`config.mk`:
```
export PLATFORM = sky130hd
export DESIGN_NAME = score_table_ctrl
export DESIGN_NICKNAME = d
export VERILOG_FILES = /design/src/rtl/score_table_ctrl.sv
export SDC_FILE = /design/constraint.sdc
export NUM_CORES = 1
export LEC_CHECK = 0
export ABC_AREA = 1
export BUFFER_PORTS_ARGS = -buffer_cell sky130_fd_sc_hd__buf_2
export CORE_ASPECT_RATIO = 1.75
export CORE_UTILIZATION = 40
export CTS_BUF_LIST = sky130_fd_sc_hd__clkbuf_8
export CTS_CLUSTER_SIZE = 30
export DETAILED_ROUTE_END_ITERATION = 10
export GPL_TIMING_DRIVEN = 0
export PLACE_DENSITY_LB_ADDON = 0.3
export REMOVE_ABC_BUFFERS = 1
export SLEW_MARGIN = 20
export SYNTH_ARGS = -nofsm -noshare
export SYNTH_HDL_FRONTEND = slang
export SYNTH_SLANG_ARGS = --single-unit
```
`constraint.sdc`:
```
create_clock -name clock -period 1.7 [get_ports clock]
set_input_delay 0.085 -clock clock [delete_from_list [all_inputs] [get_ports clock]]
set_output_delay 0.085 -clock clock [all_outputs]
set_load 0.01 [all_outputs]
```
`src/rtl/score_table_ctrl.sv`:
```
// score_table_ctrl: write-side sequencer for the game-over score table.
// Captures one score per game_over rising edge into a circular slot and
// runs a zero-fill sweep after reset or on request. It also keeps a
// registered best score and entry count. A one-deep pending slot absorbs
// events that arrive while the table port is busy.
module score_table_ctrl #(
    parameter int DEPTH       = 32,
    parameter int ADDR_W      = 5,
    parameter int DATA_W      = 10,
    parameter int RESET_CLEAR = 1
) (
    input  logic              clock,
    input  logic              reset_n,
    input  logic              game_over,
    input  logic [DATA_W-1:0] score,
    input  logic              clear_req,
    output logic [ADDR_W-1:0] mem_address,
    output logic [DATA_W-1:0] mem_data,
    output logic              mem_wren,
    output logic [DATA_W-1:0] best_score,
    output logic [ADDR_W:0]   entry_count,
    output logic              busy,
    output logic              write_ack,
    output logic              dropped
);

    typedef enum logic [1:0] {IDLE, WRITE, CLEAR} state_t;

    localparam state_t          RESET_STATE = (RESET_CLEAR != 0) ? CLEAR : IDLE;
    localparam logic            RESET_BUSY  = (RESET_CLEAR != 0);
    localparam logic [ADDR_W-1:0] LAST_ADDR = ADDR_W'(DEPTH - 1);
    localparam logic [ADDR_W:0]   FULL_CNT  = (ADDR_W + 1)'(DEPTH);

    state_t              state_q, state_d;
    logic                game_over_q;
    logic [ADDR_W-1:0]   wr_ptr_q, wr_ptr_d;
    logic                pending_q, pending_d;
    logic [DATA_W-1:0]   score_hold_q, score_hold_d;
    logic [ADDR_W-1:0]   mem_address_q, mem_address_d;
    logic [DATA_W-1:0]   mem_data_q, mem_data_d;
    logic                mem_wren_q, mem_wren_d;
    logic [DATA_W-1:0]   best_q, best_d;
    logic [ADDR_W:0]     count_q, count_d;
    logic                busy_q, busy_d;
    logic                ack_q, ack_d;
    logic                dropped_q, dropped_d;
    logic                edge_w;

    assign edge_w = game_over & ~game_over_q;

    // Next-state and next-output computation; every output is a flop loaded here.
    always_comb begin
        state_d       = state_q;
        wr_ptr_d      = wr_ptr_q;
        pending_d     = pending_q;
        score_hold_d  = score_hold_q;
        mem_address_d = mem_address_q;
        mem_data_d    = mem_data_q;
        mem_wren_d    = 1'b0;
        best_d        = best_q;
        count_d       = count_q;
        busy_d        = busy_q;
        ack_d         = 1'b0;
        dropped_d     = dropped_q;

        case (state_q)
            IDLE: begin
                if (clear_req) begin
                    state_d       = CLEAR;
                    busy_d        = 1'b1;
                    mem_wren_d    = 1'b1;
                    mem_address_d = '0;
                    mem_data_d    = '0;
                    best_d        = '0;
                    count_d       = '0;
                    wr_ptr_d      = '0;
                end else if (edge_w || pending_q) begin
                    state_d       = WRITE;
                    mem_wren_d    = 1'b1;
                    ack_d         = 1'b1;
                    mem_address_d = wr_ptr_q;
                    mem_data_d    = pending_q ? score_hold_q : score;
                    pending_d     = 1'b0;
                end
            end
            WRITE: begin
                // mem_data_q still carries the score being written, even if a
                // new edge overwrites score_hold in this same cycle.
                wr_ptr_d = wr_ptr_q + ADDR_W'(1);
                if (count_q < FULL_CNT) begin
                    count_d = count_q + (ADDR_W + 1)'(1);
                end
                if (mem_data_q > best_q) begin
                    best_d = mem_data_q;
                end
                state_d = IDLE;
            end
            CLEAR: begin
                if (!mem_wren_q) begin
                    // First cycle out of reset: start the sweep at address 0.
                    mem_wren_d    = 1'b1;
                    mem_address_d = '0;
                    mem_data_d    = '0;
                    best_d        = '0;
                    count_d       = '0;
                    wr_ptr_d      = '0;
                end else if (mem_address_q == LAST_ADDR) begin
                    state_d   = IDLE;
                    busy_d    = 1'b0;
                    dropped_d = 1'b0;
                end else begin
                    mem_wren_d    = 1'b1;
                    mem_address_d = mem_address_q + ADDR_W'(1);
                    mem_data_d    = '0;
                end
            end
            default: begin
                state_d = IDLE;
                busy_d  = 1'b0;
            end
        endcase

        // Events not served directly go to the one-deep pending slot; a second
        // one while it is full is lost and flagged (a late drop outlives a clear).
        if (edge_w) begin
            if (pending_q) begin
                dropped_d = 1'b1;
            end else if (state_q != IDLE || clear_req) begin
                pending_d    = 1'b1;
                score_hold_d = score;
            end else begin
                score_hold_d = score;
            end
        end
    end

    // State and output registers with asynchronous active-low reset.
    always_ff @(posedge clock or negedge reset_n) begin
        if (!reset_n) begin
            state_q       <= RESET_STATE;
            game_over_q   <= 1'b0;
            wr_ptr_q      <= '0;
            pending_q     <= 1'b0;
            score_hold_q  <= '0;
            mem_address_q <= '0;
            mem_data_q    <= '0;
            mem_wren_q    <= 1'b0;
            best_q        <= '0;
            count_q       <= '0;
            busy_q        <= RESET_BUSY;
            ack_q         <= 1'b0;
            dropped_q     <= 1'b0;
        end else begin
            state_q       <= state_d;
            game_over_q   <= game_over;
            wr_ptr_q      <= wr_ptr_d;
            pending_q     <= pending_d;
            score_hold_q  <= score_hold_d;
            mem_address_q <= mem_address_d;
            mem_data_q    <= mem_data_d;
            mem_wren_q    <= mem_wren_d;
            best_q        <= best_d;
            count_q       <= count_d;
            busy_q        <= busy_d;
            ack_q         <= ack_d;
            dropped_q     <= dropped_d;
        end
    end

    assign mem_address = mem_address_q;
    assign mem_data    = mem_data_q;
    assign mem_wren    = mem_wren_q;
    assign best_score  = best_q;
    assign entry_count = count_q;
    assign busy        = busy_q;
    assign write_ack   = ack_q;
    assign dropped     = dropped_q;

endmodule
```
# Word level (Yosys, flattened, before mapping)
# Index checks and enable logic that the tools add are counted.
# W data, S select, Z words.
# classes
addsub	3
order_cmp	2
n_eq_ne	11
muxes	49
bitwise	3
n_reduce_logical	12
# ops
cell	n
$mux W10	8
$mux W5	6
$pmux W10 S3	1
$mux W1	20
$pmux W10 S2	1
$mux W6	3
$pmux W6 S3	1
$pmux W5 S3	1
$ne A2 B2 Y1 const B	6
$reduce_and A4 Y1	3
$add A5 B1 Y5 const B	2
$gt A10 B10 Y1	1
$pmux W5 S2	1
$reduce_and A3 Y1	3
$mux W2	4
$add A6 B1 Y6 const B	1
$lt A6 B6 Y1 const B	1
$ne A3 B3 Y1 const B	2
$eq A5 B5 Y1 const B	1
$pmux W2 S2	1
$reduce_bool A2 Y1	2
$pmux W1 S3	1
$reduce_bool A3 Y1	1
$eq A2 B1 Y1 const B	1
other kinds (6)	8
# totals
ff_bits	54
inputBits	14
out_inout_bits	35

# Logic depth before layout (Yosys ltp)
# depth
ltp_word	9
ltp_mapped	11

# Least setup slack after synthesis
# OpenSTA, ideal clock, no wires.
# synth_timing
kind	register to register
startpoint	register mem_address_q[0] (netlist: mem_address[0])
endpoint	register mem_data_q[1] (netlist: mem_data[1])
t_arrival_ns	1.498
path_slack_ns	0.076
stages_incl_launch_ff	11
n_path_buf	1
period_less_slack_ns	1.624
cell_sequence	dfrtp_1 ha_1 nand2_1 nor2_1 ha_1 inv_1 o21ai_2 nand3_1 buf_2 nand3b_1 o21ai_0
# synth_via
elab_chain_len	3
# synth_lines
element	line_no	rtl
from (decl)	39	logic [ADDR_W-1:0] mem_address_q, mem_address_d;
from (signal assigned)	159	mem_address_q <= mem_address_d;
$eq A5 B5 Y1	107	end else if (mem_address_q == LAST_ADDR) begin
$ne A3 B3 Y1 (no source line)	n/a	
$reduce_and A3 Y1 (no source line)	n/a	
to (signal assigned)	160	mem_data_q <= mem_data_d;
to (decl)	40	logic [DATA_W-1:0] mem_data_q, mem_data_d;
# Every way passes these cells.
# A chain may end at the register's enable or synchronous reset.

# Worst setup path in the final report
# layout_timing
startpoint	register mem_address_q[0] (netlist: mem_address[0])
endpoint	register mem_address_q[1] (netlist: mem_address[1])
# layout_via
elab_chain_len	4
# layout_lines
element	line_no	rtl
$add A5 B1 Y5	113	mem_address_d = mem_address_q + ADDR_W'(1);
$mux W5	107	
$mux W5	99	if (!mem_wren_q) begin
$pmux W5 S2	66	case (state_q)
# Several ways; a longest one is shown, not always the timed one. The select of a mux whose other input is x is not followed.

==> reports/qor.yml <==
outcome:
  status: "finished, final reports clean"
routing:
  drt-initial-drc-count: 88
  viasPerCell: 5.09
  wl_um: 6490
  first_pass_iters: 4
  post_drt_wl_per_cell_um: 14.0
  dr_total_vias: 2364
  drcViolationCount: 0
  ant_nets: 0
synthesis:
  syn-cell-area_um2: 2780
  avgSynthCellArea_um2: 8.70
  synth_cell_types: 32
  synth.area.mux_share_pct: 3.83
  synth_edf_count: 0
  yosys.area_share.xor_xnor_pct: 0.315
  yosys.area_share.simple_pct: 23.8
  synth_top_family_by_area: "simple AND/OR/NAND/NOR gates"
  synth_top_area_share_pct: 46.9
  yosysWarnings: 0
  ys_seq_area_share_pct: 48.8
  synth_top_area_cell: "dfrtp_1"
  synth_compound_area_share_pct: 8.70
  yosys-top-cells-area: "dfrtp_1, nand2_1, ha_1"
  synth_ff_type: "dfrtp_1"
  async_flop_share_pct: 100
  syn_inst: 319
  synthAdderAreaFrac_pct: 6.31
  ys_seq_elements: 54
placed_design:
  port_buffers: 48
  dpl_cell_area_um2: 3060
  placed_cells: 439
  hpwlAfterDp_um: 4070
  dp_slack_ns: -0.792
  gp_congestion: 0.795
critical_path:
  cp.required_ns: 1.90
  cp-startpoint: "mem_address[0]$_DFFE_PN0P_"
  path_max_fanout: 8
  crit_type: "flop to flop"
  critPathMaxStageDelay_ns: 0.39
  endpoint_kind: "flop"
  start_kind: "flop"
  r2r_start: "mem_address[0]$_DFFE_PN0P_"
  crit_chain: "ha_2 -> nand2_1 -> nor2_1 -> ha_2 -> inv_2 -> o21ai_4 -> buf_12 -> nand3_4 -> nor2_1 -> a21oi_1"
  arrival_ns: 1.86
  slowest_stage: "dfrtp_1"
clock_tree:
  clk_pin_slew_worst_paths_ns: 0.09
  cts_buffers: 5
  numClockSinks: 54
  cts_buffer_depth: 2
  clk_latency_ns: 0.32
  cts_tree: "yes"
  root_buffer: "clkbuf_8"
  cts-htree-levels: 2
global_routing:
  antenna_found_initial: 0
  grt_pass1_wl_um: 10900
  overflow: 0
  grt_pass1_vias: 2323
  grt_start_max_net_pins: 55
  track_usage_pct: 19.4
timing:
  rsz0062_at_grt: "yes"
  slew_headroom_pct: 53.4
  tightest_slew_ns: 0.698
  hold_viol: 0
  period_minus_slack_ns: 1.66
  whs_ns: 0.103
  fmax_ghz: 0.603
  fin_skew_ns: 0.0154
  setup_slack_ns: 0.0406
  post-route-period-util_pct: 97.6
  slew_violations: 0
  setup_viol: 0
power_and_ir_drop:
  p_sw_mw: 2.99
  p_seq_share_pct: 32.1
  powerDensity_nw_per_um2: 1770
  ir_worst_vdd_mv: 0.967
  swShare_pct: 48.7
  power_frac_comb_pct: 56.5
  power.total_mw: 6.14
  p_clk_share_pct: 11.4
  p_int_mw: 3.15
  p_leak_nw: 1.75
cells_and_area:
  stdcell_count: 464
  drive_gt1_share_pct: 29.8
  insertedDiodeCount: 0
  nets: 410
  layout_commonest_cell: "nand2_1"
  fill_cells: 664
  area_growth_pct: 25.0
  layout_common_cells: "nand2_1, dfrtp_1, buf_2"
  finish.instance_area_um2: 3470
floorplan:
  ioPinCount: 49
  die-area_um2: 7290
  start_util_pct: 41.8
  core_region_area_um2: 6640
  die_h_um: 112
  num_rows: 39
  fp.dieW_um: 65.0
worst_hold_path:
  hold_start: "score[2]"
  hold_path_class: "input port to flop"
run:
  maxCapViolCount: 0
-- routing by layer --
| metal | wire [um] | up-vias | track usage (%) | part of all wire, % |
|---|---|---|---|---|
| met5 | 0 | - | 0 | 0 |
| met4 | 133 | 0 | 9.19 | 2.1 |
| met3 | 238 | 11 | 3.56 | 3.7 |
| met2 | 3490 | 44 | 33.3 | 54 |
| met1 | 2630 | 1129 | 22.9 | 40 |
| li1 | - | 1180 | - | - |
-- power groups by stage --
stage	registers [mW]	logic [mW]	clock network [mW]
4_1_cts	1.97	3.17	0.725
6_report	1.97	3.47	0.702
3_3_place_gp	1.98	2.40	0
5_1_grt	2.02	3.86	0.768
2_1_floorplan	2.00	1.69	0
3_5_place_dp	2.00	2.45	0
-- state kept, by name (all words and copies together), names as in the netlist --
signal and flops:
game_over_q 1, pending_q 1, write_ack 1, wr_ptr_q 5, best_score 10, mem_wren 1
state_q 2, dropped 1, entry_count 6, busy 1, mem_address 5, mem_data 10
score_hold_q 10
-- worst paths after layout --
check,endpoint,depth (start not counted),slack (ns)
setup / recovery,mem_address[1]$_DFFE_PN0P_,10,0.04
hold / removal,score_hold_q[2]$_DFFE_PN0P_,3,0.10
setup reg to reg,mem_address[1]$_DFFE_PN0P_,10,0.04
hold reg to reg,score_hold_q[3]$_DFFE_PN0P_,2,0.50
max in group asynchronous,mem_data[5]$_DFFE_PN0P_,2,0.85
min in group asynchronous,score_hold_q[4]$_DFFE_PN0P_,2,0.35
-- metrics by stage --
stage          setup TNS, ns  util [%]
3_5_place_dp          -14.15      46.1
2_1_floorplan          -5.20         -
3_3_place_gp          -13.12      46.1
5_1_grt               -0.602      52.3
4_1_cts                    0      50.2
6_report                   0      52.3
-- critical path, delay by kind of cell, from the launching register on --
kind | cells | cell delay [ns]
buffers and inverters | 2 | 0.20
flip-flops | 1 | 0.39
AND/OR/NAND/NOR | 4 | 0.42
adder cells (fa/ha/maj) | 2 | 0.37
AO/OA/AOI/OAI | 2 | 0.18
-- area by class of cell --
type	count	area [um^2]	share of cell area [%]
multi-input cells	216	1410	40.5
well taps	82	103	2.96
flip-flops and latches	54	1360	39.0
clock inverters	2	10.0	0.288
repair buffers	61	358	10.3
inverters	44	170	4.90
clock buffers	5	68.8	1.98
-- logic make-up (layout without fill, tap and decap cells) --
group | after synthesis | count (layout)
adders and majority gates | 14 | 14
muxes | 10 | 10
DFF | 54 | 54
xor gates and xnor gates | 1 | 1
AOI/OAI and AO/OA | 45 | 45
and+or+nand+nor | 141 | 146
buffers and inverters | 54 | 112
-- cells in the mapped netlist (3+ instances only) --
master	number
nand3_1	26
nand2_2	3
dfrtp_1	52
o21ai_1	3
nand3b_1	6
ha_1	14
nor2_2	3
inv_2	3
mux2_2	5
mux2i_1	5
a21oi_1	17
inv_1	40
nand2_1	63
buf_2	7
nand4_1	12
o21ai_0	19
nor3_1	3
nor2_1	20
-- repair_timing --
item | in CTS | in global routing
setup endpoints to repair | 27 | 26
gates cloned | 4 | 1
endpoints found under the hold margin | 53 | 0
gates resized for setup | 16 | 23
setup buffers | 4 | 7
pin swaps | 5 | 9
hold buffers | 2 | 0
Note: power is estimated with default switching activity, not from simulation.
